===== src/rtl/multdiv_pkg.sv =====
// Shared types and defaults for the iterative multiply/divide unit (sequencer, datapath, bench).
package multdiv_pkg;

    localparam int unsigned MULT_STEPS_DEF = 16;
    localparam int unsigned DIV_STEPS_DEF  = 32;
    localparam int unsigned CNT_W_DEF      = 6;

    typedef enum logic [1:0] {
        S_IDLE = 2'd0,
        S_LOAD = 2'd1,
        S_RUN  = 2'd2,
        S_DONE = 2'd3
    } state_t;

    localparam logic OP_MULT = 1'b0;
    localparam logic OP_DIV  = 1'b1;

endpackage


===== src/rtl/multdiv_step_counter.sv =====
// Iteration index counter for the multdiv sequencer: sync clear has priority over enable.
module multdiv_step_counter
    import multdiv_pkg::*;
#(
    parameter int unsigned CNT_W = CNT_W_DEF
) (
    input  logic             clk,
    input  logic             rst_n,
    input  logic             clr,
    input  logic             en,
    output logic [CNT_W-1:0] cnt
);

    always_ff @(posedge clk or negedge rst_n) begin
        if (!rst_n) begin
            cnt <= '0;
        end else if (clr) begin
            cnt <= '0;
        end else if (en) begin
            cnt <= cnt + CNT_W'(1);
        end
    end

endmodule


===== src/rtl/multdiv_sequencer.sv =====
// Control FSM for the iterative multiply/divide unit: load, fixed step count, completion pulse.
// Optional early multiply termination on mplier_zero when MULTDIV_SEQ_EARLY_TERM_EN is defined.
module multdiv_sequencer
    import multdiv_pkg::*;
#(
    parameter int unsigned MULT_STEPS = MULT_STEPS_DEF,
    parameter int unsigned DIV_STEPS  = DIV_STEPS_DEF,
    parameter int unsigned CNT_W      = CNT_W_DEF
) (
    input  logic             clk,
    input  logic             rst,
    input  logic             ctrl_mult,
    input  logic             ctrl_div,
    input  logic             divisor_zero,
    input  logic             mplier_zero,
    output logic             load,
    output logic             step_en,
    output logic             op_is_div,
    output logic [CNT_W-1:0] step_cnt,
    output logic             busy,
    output logic             result_rdy,
    output logic             exception
);

    state_t state, state_d;
    logic   op_is_div_d;
    logic   exc_d;
    logic   req;
    logic   last_step;
    logic   early_done;
    logic   cnt_clr;
    logic   cnt_en;

    multdiv_step_counter #(
        .CNT_W (CNT_W)
    ) u_step_counter (
        .clk   (clk),
        .rst_n (rst),
        .clr   (cnt_clr),
        .en    (cnt_en),
        .cnt   (step_cnt)
    );

`ifdef MULTDIV_SEQ_EARLY_TERM_EN
    assign early_done = (op_is_div == OP_MULT) & mplier_zero;
`else
    logic unused_mplier_zero;
    assign unused_mplier_zero = mplier_zero;
    assign early_done         = 1'b0;
`endif

    assign req       = ctrl_mult | ctrl_div;
    assign last_step = (op_is_div == OP_DIV) ? (step_cnt == CNT_W'(DIV_STEPS - 1))
                                             : (step_cnt == CNT_W'(MULT_STEPS - 1));

    // Any request restarts in LOAD, aborting whatever is in flight; multiply wins a tie.
    always_comb begin
        state_d     = state;
        op_is_div_d = op_is_div;
        exc_d       = 1'b0;
        cnt_clr     = 1'b0;
        cnt_en      = 1'b0;
        if (req) begin
            state_d     = S_LOAD;
            op_is_div_d = ctrl_mult ? OP_MULT : OP_DIV;
            cnt_clr     = 1'b1;
        end else begin
            case (state)
                S_IDLE: state_d = S_IDLE;
                S_LOAD: begin
                    if (divisor_zero && (op_is_div == OP_DIV)) begin
                        state_d = S_DONE;
                        exc_d   = 1'b1;
                    end else begin
                        state_d = S_RUN;
                    end
                end
                S_RUN: begin
                    if (last_step || early_done) begin
                        state_d = S_DONE;
                    end else begin
                        cnt_en = 1'b1;
                    end
                end
                S_DONE:  state_d = S_IDLE;
                default: state_d = S_IDLE;
            endcase
        end
    end

    // Outputs are registered from the next-state decode so they align with the state they describe.
    always_ff @(posedge clk or negedge rst) begin
        if (!rst) begin
            state      <= S_IDLE;
            op_is_div  <= OP_MULT;
            load       <= 1'b0;
            step_en    <= 1'b0;
            busy       <= 1'b0;
            result_rdy <= 1'b0;
            exception  <= 1'b0;
        end else begin
            state      <= state_d;
            op_is_div  <= op_is_div_d;
            load       <= (state_d == S_LOAD);
            step_en    <= (state_d == S_RUN);
            busy       <= (state_d == S_LOAD) || (state_d == S_RUN);
            result_rdy <= (state_d == S_DONE);
            exception  <= exc_d;
        end
    end

endmodule


===== config.mk =====
export PLATFORM = sky130hd
export DESIGN_NAME = multdiv_sequencer
export DESIGN_NICKNAME = d
export VERILOG_FILES = /design/src/rtl/multdiv_pkg.sv /design/src/rtl/multdiv_step_counter.sv /design/src/rtl/multdiv_sequencer.sv
export SDC_FILE = /design/constraint.sdc
export NUM_CORES = 1
export LEC_CHECK = 0
export CAP_MARGIN = 20
export CORE_AREA = 10 10 47 49
export CTS_BUF_LIST = sky130_fd_sc_hd__clkbuf_4 sky130_fd_sc_hd__clkbuf_8
export DETAILED_ROUTE_END_ITERATION = 10
export DIE_AREA = 0 0 57 59
export PLACE_DENSITY = 0.82
export SLEW_MARGIN = 40
export SYNTH_ARGS = -nofsm -noshare
export SYNTH_HDL_FRONTEND = slang
export SYNTH_SLANG_ARGS = --single-unit

===== constraint.sdc =====
create_clock -name clk -period 4.4 [get_ports clk]
set_input_delay 0.88 -clock clk [delete_from_list [all_inputs] [get_ports clk]]
set_output_delay 0.88 -clock clk [all_outputs]
set_load 0.1 [all_outputs]

# Yosys cells after proc, flatten, opt, wreduce, memory -nomap -nowiden
# Cells that the tools add are included.
[word_totals]
register_bits = 14
inputBits = 6
out_inout_bits = 12
wordCells = 38
[op_classes]
n_addsub = 1
n_eq_ne = 8
n_mux = 15
bitwise_logic = 1
n_reduce_logical = 5
[ops]
columns = ["cell", "n"]
rows = [
  ["6-bit two-way mux", 2],
  ["1-bit two-way mux", 10],
  ["2-bit equality test (second input constant)", 4],
  ["6-bit by 1-bit adder with 6-bit output (second input constant)", 1],
  ["6-bit by 4-bit equality test with 1-bit output (second input constant)", 1],
  ["6-bit by 5-bit equality test with 1-bit output (second input constant)", 1],
  ["2-bit case mux with 3 select lines", 1],
  ["2-bit by 1-bit equality test with 1-bit output (second input constant)", 2],
  ["2-bit two-way mux", 2],
  ["2-bit zero test", 1],
  ["2-bit nonzero test", 1],
  ["2-bit OR reduction", 1],
  ["1-bit logical AND", 1],
  ["1-bit logical OR", 1],
  ["1-bit OR", 1],
]

# Depth between registers and ports, before layout
[logic_depth]
ltp_word = 7
ltp_mapped = 7
ltp_nobuf = 7

# By module
# From an unflattened synthesis, not the netlist that was laid out.
[unflattened]
hier_cells = 57
hier_area_um2 = 646.9
[by_module_without_submodules]
columns = ["mod", "instances", "cells_each", "area_per_inst_um2"]
rows = [
  ["multdiv_sequencer", 1, 33, 377.9],
  ["multdiv_step_counter", 1, 24, 269.0],
]

# Least setup slack after synthesis
# No wires, ideal clock.
[synth_timing]
kind = "register -> register"
startpoint = "register u_step_counter.cnt[0]"
endpoint = "register load"
t_arrival_ns = 2.393
setup_slack_ns = 1.939
path_stages_with_launch = 7
n_path_buf = 0
path_cell_list = "dfrtp_1 > ha_1 > nand3_2 > nor3_1 > nor2_1 > o311ai_0 > ha_1"
[synth_between]
elab_chain_len = 6
word_cells_on_any_way = 7
cone_classes = "3 x eq/ne; 4 x mux"
[synth_rtl]
columns = ["element", "line", "rtl"]
rows = [
  ["start, declared", "multdiv_step_counter.sv:11", "output logic [CNT_W-1:0] cnt"],
  ["start signal, assigned", "multdiv_step_counter.sv:20", "cnt <= cnt + CNT_W'(1);"],
  ["6-bit by 4-bit equality test with 1-bit output / 6-bit by 5-bit equality test with 1-bit output (equally long branches)", "multdiv_sequencer.sv:54, multdiv_sequencer.sv:53", ""],
  ["1-bit two-way mux (*)", "multdiv_sequencer.sv:53", "assign last_step = (op_is_div == OP_DIV) ? (step_cnt == CNT_W'(DIV_STEPS - 1))"],
  ["2-bit two-way mux (*)", "multdiv_sequencer.sv:79", "if (last_step || early_done) begin"],
  ["2-bit case mux with 3 select lines (*)", "multdiv_sequencer.sv:68", "case (state)"],
  ["2-bit two-way mux (*)", "multdiv_sequencer.sv:63", "if (req) begin"],
  ["named net state_d[0]", "multdiv_sequencer.sv:25", "state_t state, state_d;"],
  ["2-bit by 1-bit equality test with 1-bit output (*)", "multdiv_sequencer.sv:104", "load <= (state_d == S_LOAD);"],
  ["end signal, assigned", "multdiv_sequencer.sv:104", ""],
  ["end, declared", "multdiv_sequencer.sv:16", "output logic load,"],
]
# Mark *: on every way through the listed nets, which the timed path passes. The rest lies on a longest branch.
# A chain may end at the register's enable or synchronous reset.

# Final worst setup path
[layout_timing]
startpoint = "input port ctrl_mult"
endpoint = "register load"
[layout_between]
elab_chain_len = 3
[layout_rtl]
columns = ["element", "line", "rtl"]
rows = [
  ["start, declared", "multdiv_sequencer.sv:12", "input logic ctrl_mult,"],
  ["1-bit OR", "multdiv_sequencer.sv:52", "assign req = ctrl_mult | ctrl_div;"],
  ["2-bit two-way mux", "multdiv_sequencer.sv:63", ""],
  ["named net state_d[0]", "multdiv_sequencer.sv:25", ""],
  ["2-bit by 1-bit equality test with 1-bit output", "multdiv_sequencer.sv:104", ""],
]
# The timed path passes the listed nets, and every way through them passes these cells.

==> metrics.txt <==
crit path buf inv count 1; Clock transition at path regs 0.08 ns; Routed Antenna Nets 0; fin. max-slew vios 0; GPL Wtd Cong 0.765; drt via density around 5.4; outcome finished, final reports clean; nets 92; Post-Synth XOR/XNOR Area 0.0395; RSZ-0062 raised after global routing no; worst hold path endpoint u_step_counter.cnt[1]; initial DRC count 8; cell depth of the worst flop-to-flop path 6; CTS Buf Count 3; vias in the first global route approximately 520; Post-synth ARST share 1.00; Initial Util 0.475; Post-Syn Nets 71; critical path arrival ~2.3 ns; MaxCap Viol Count 0; compound-gate portion of the synthesized area 0.133; Area Growth Syn to Fin 21.4%; cell taking the most area after synthesis dfrtp_1; I/O pin cnt 18; Final setup viols 0; initial antenna violation count 0; most common cell in the netlist dfrtp_1; CTS resizes 0; largest net degree at the start of global routing 15; post-synthesis simple-gate area fraction 0.160; global route total overflow 0; maximum clock path buffer count 2; first-pass GRT wire length 2230 microns; Clock Sinks 14; crit path time final 2.14 ns; final setup TNS 0 ns; FF-to-FF End load; register-to-register setup slack 2.43 ns; crit-path max FO 6; Slew headroom 0.576; final instance area 808 sq um; Tot Pwr 0.000257 W; Max Clk Rate around 470 MHz; startpoint types primary input; Clock Latency Late Sink 0.27 ns; type of the worst min-delay path reg2reg; Mapped Avg Cell Area around 11 sq um; DR WL/cell 14.5 microns; Fin. Hold Viols 0; final wirelength 1360 microns; top cells by count, synth dfrtp_1, nor2_1, ha_1; synth top area cells dfrtp_1, ha_1, nor2_1; I/O Buffers 16; Required @ worst endpoint 4.56 ns; Crit path max-delay family buffers and inverters; drt first pass iters 4; setup bufs post-CTS 0; core area 1400 sq um; Die H 59 microns; Cell Area, Placed 786 sq um; Clock Tree Root clkbuf_4; Final period util 0.485; Synth Area in Adders 0.113; largest family of logic cells by synthesized area simple AND/OR/NAND/NOR gates; Pleak 0.414 nW; Via Count 506; Critical Path Sink Type flip-flop; CTS tree yes; GRT Util Overall 0.0818; PwrDens 318 nW/um^2; share of cells above drive strength 1 0.256; Hold Path Origin u_step_counter.cnt[1]; Final Skew 0.000279 ns; worst vdd rail ir drop 0.218 mV; Max stage delay on crit path 0.47 ns; Yosys top cell area share 0.526; YS warnings 0; DRC violations left 0; classification of the worst setup path in2reg; hold depth 2; ANT cells 0; Tightest Pin Transition 0.628 ns; ys flop type dfrtp_1; register area share after synthesis 0.526; Cell Area, Synth 666 sq um; crit path cell chain clkdlybuf4s50_1 -> nor2_1 -> o311ai_0 -> ha_1; Chip Width 57 microns; depth of the CTS H-tree 1; row cnt 14; CP max-delay cell clkdlybuf4s50_1; multiplexer area fraction after synthesis 0; # fillers 129; HPWL after DPL 1060 microns; Hold-fix buffers, CTS 0; synth unique cells 25; Post-synth EDFFs 0; Reg2Reg Launch Point u_step_counter.cnt[0]; Die ar. 3360 sq um; Syn Inst Count 59; post-synthesis register bit count 14
-- layer usage --
layer  vias up  GRT usage  routed length (microns)
li1        247          -                        -
met1       245     0.0871                      543
met2        12      0.133                      705
met3         2     0.0322                      100
met4         0     0.0503                        9
met5         -          0                        0
-- worst max-delay path by stage --
stage | depth (start not counted) | to | startpoint
6_report | 4 | load | ctrl_mult
3_5_place_dp | 4 | load | ctrl_mult
4_1_cts | 4 | load | ctrl_mult
5_1_grt | 4 | load | ctrl_mult
2_1_floorplan | 6 | load | u_step_counter.cnt[0]
3_3_place_gp | 1 | step_cnt[2] | u_step_counter.cnt[2]
-- metrics by stage --
step / utilization / instances / setup WS [ns] / hold WS, ns
3_3_place_gp: 0.604 / 91 / 1.92 / 0.554
2_1_floorplan: - / 59 / 1.94 / 0.584
5_1_grt: 0.577 / 94 / 2.12 / 0.601
6_report: 0.577 / 94 / 2.26 / 0.574
4_1_cts: 0.577 / 94 / 2.25 / 0.583
3_5_place_dp: 0.561 / 91 / 1.95 / 0.572
-- power by group --
group,internal (W),switching [W]
registers,0.000133,0.00000226
clock network,0.0000317,0.0000377
logic,0.0000107,0.0000412
total,0.000176,0.0000812
-- logic make-up (layout without fill, tap and decap cells) --
logic type | count (synthesis) | after routing
adders and majority gates | 6 | 6
and+or+nand+nor | 21 | 21
DFF | 14 | 14
buffers and inverters | 5 | 24
AOI/OAI and AO/OA | 10 | 10
xor gates and xnor gates | 3 | 3
-- worst reg2reg max path, stage by stage, from the launching register on --
cell      delay [ns]
dfrtp_1         0.40
ha_1            0.25
nand3_2         0.11
nor3_1          0.27
nor2_1          0.09
o311ai_0        0.55
ha_1            0.25
-- layout make-up --
cell class / count / area, sq um / share of cell area
timing repair buffer: 16 / 100 / 0.124
inverter: 5 / 18.8 / 0.0232
sequential: 14 / 350 / 0.433
tap: 16 / 20.0 / 0.0248
multi-input combinational: 40 / 297 / 0.367
clock buffer: 3 / 22.5 / 0.0279
-- sequential cells by signal (all words and copies together) (netlist names) --
name,cells
exception,1
busy,1
u_step_counter.cnt,6
load,1
result_rdy,1
step_en,1
state,2
op_is_div,1
-- placed cells by master, fill, tap and decap left out, types with 2 or more instances in the layout --
master / Yosys / final
clkbuf_4: 0 / 3
buf_2: 0 / 12
inv_1: 5 / 5
nand2_1: 2 / 2
nor2_1: 8 / 8
dfrtp_1: 14 / 14
clkdlybuf4s50_1: 0 / 4
nand3_1: 3 / 3
ha_1: 6 / 6
xor2_1: 2 / 2
or3_1: 2 / 2
Note: power is estimated with default switching activity, not from simulation.
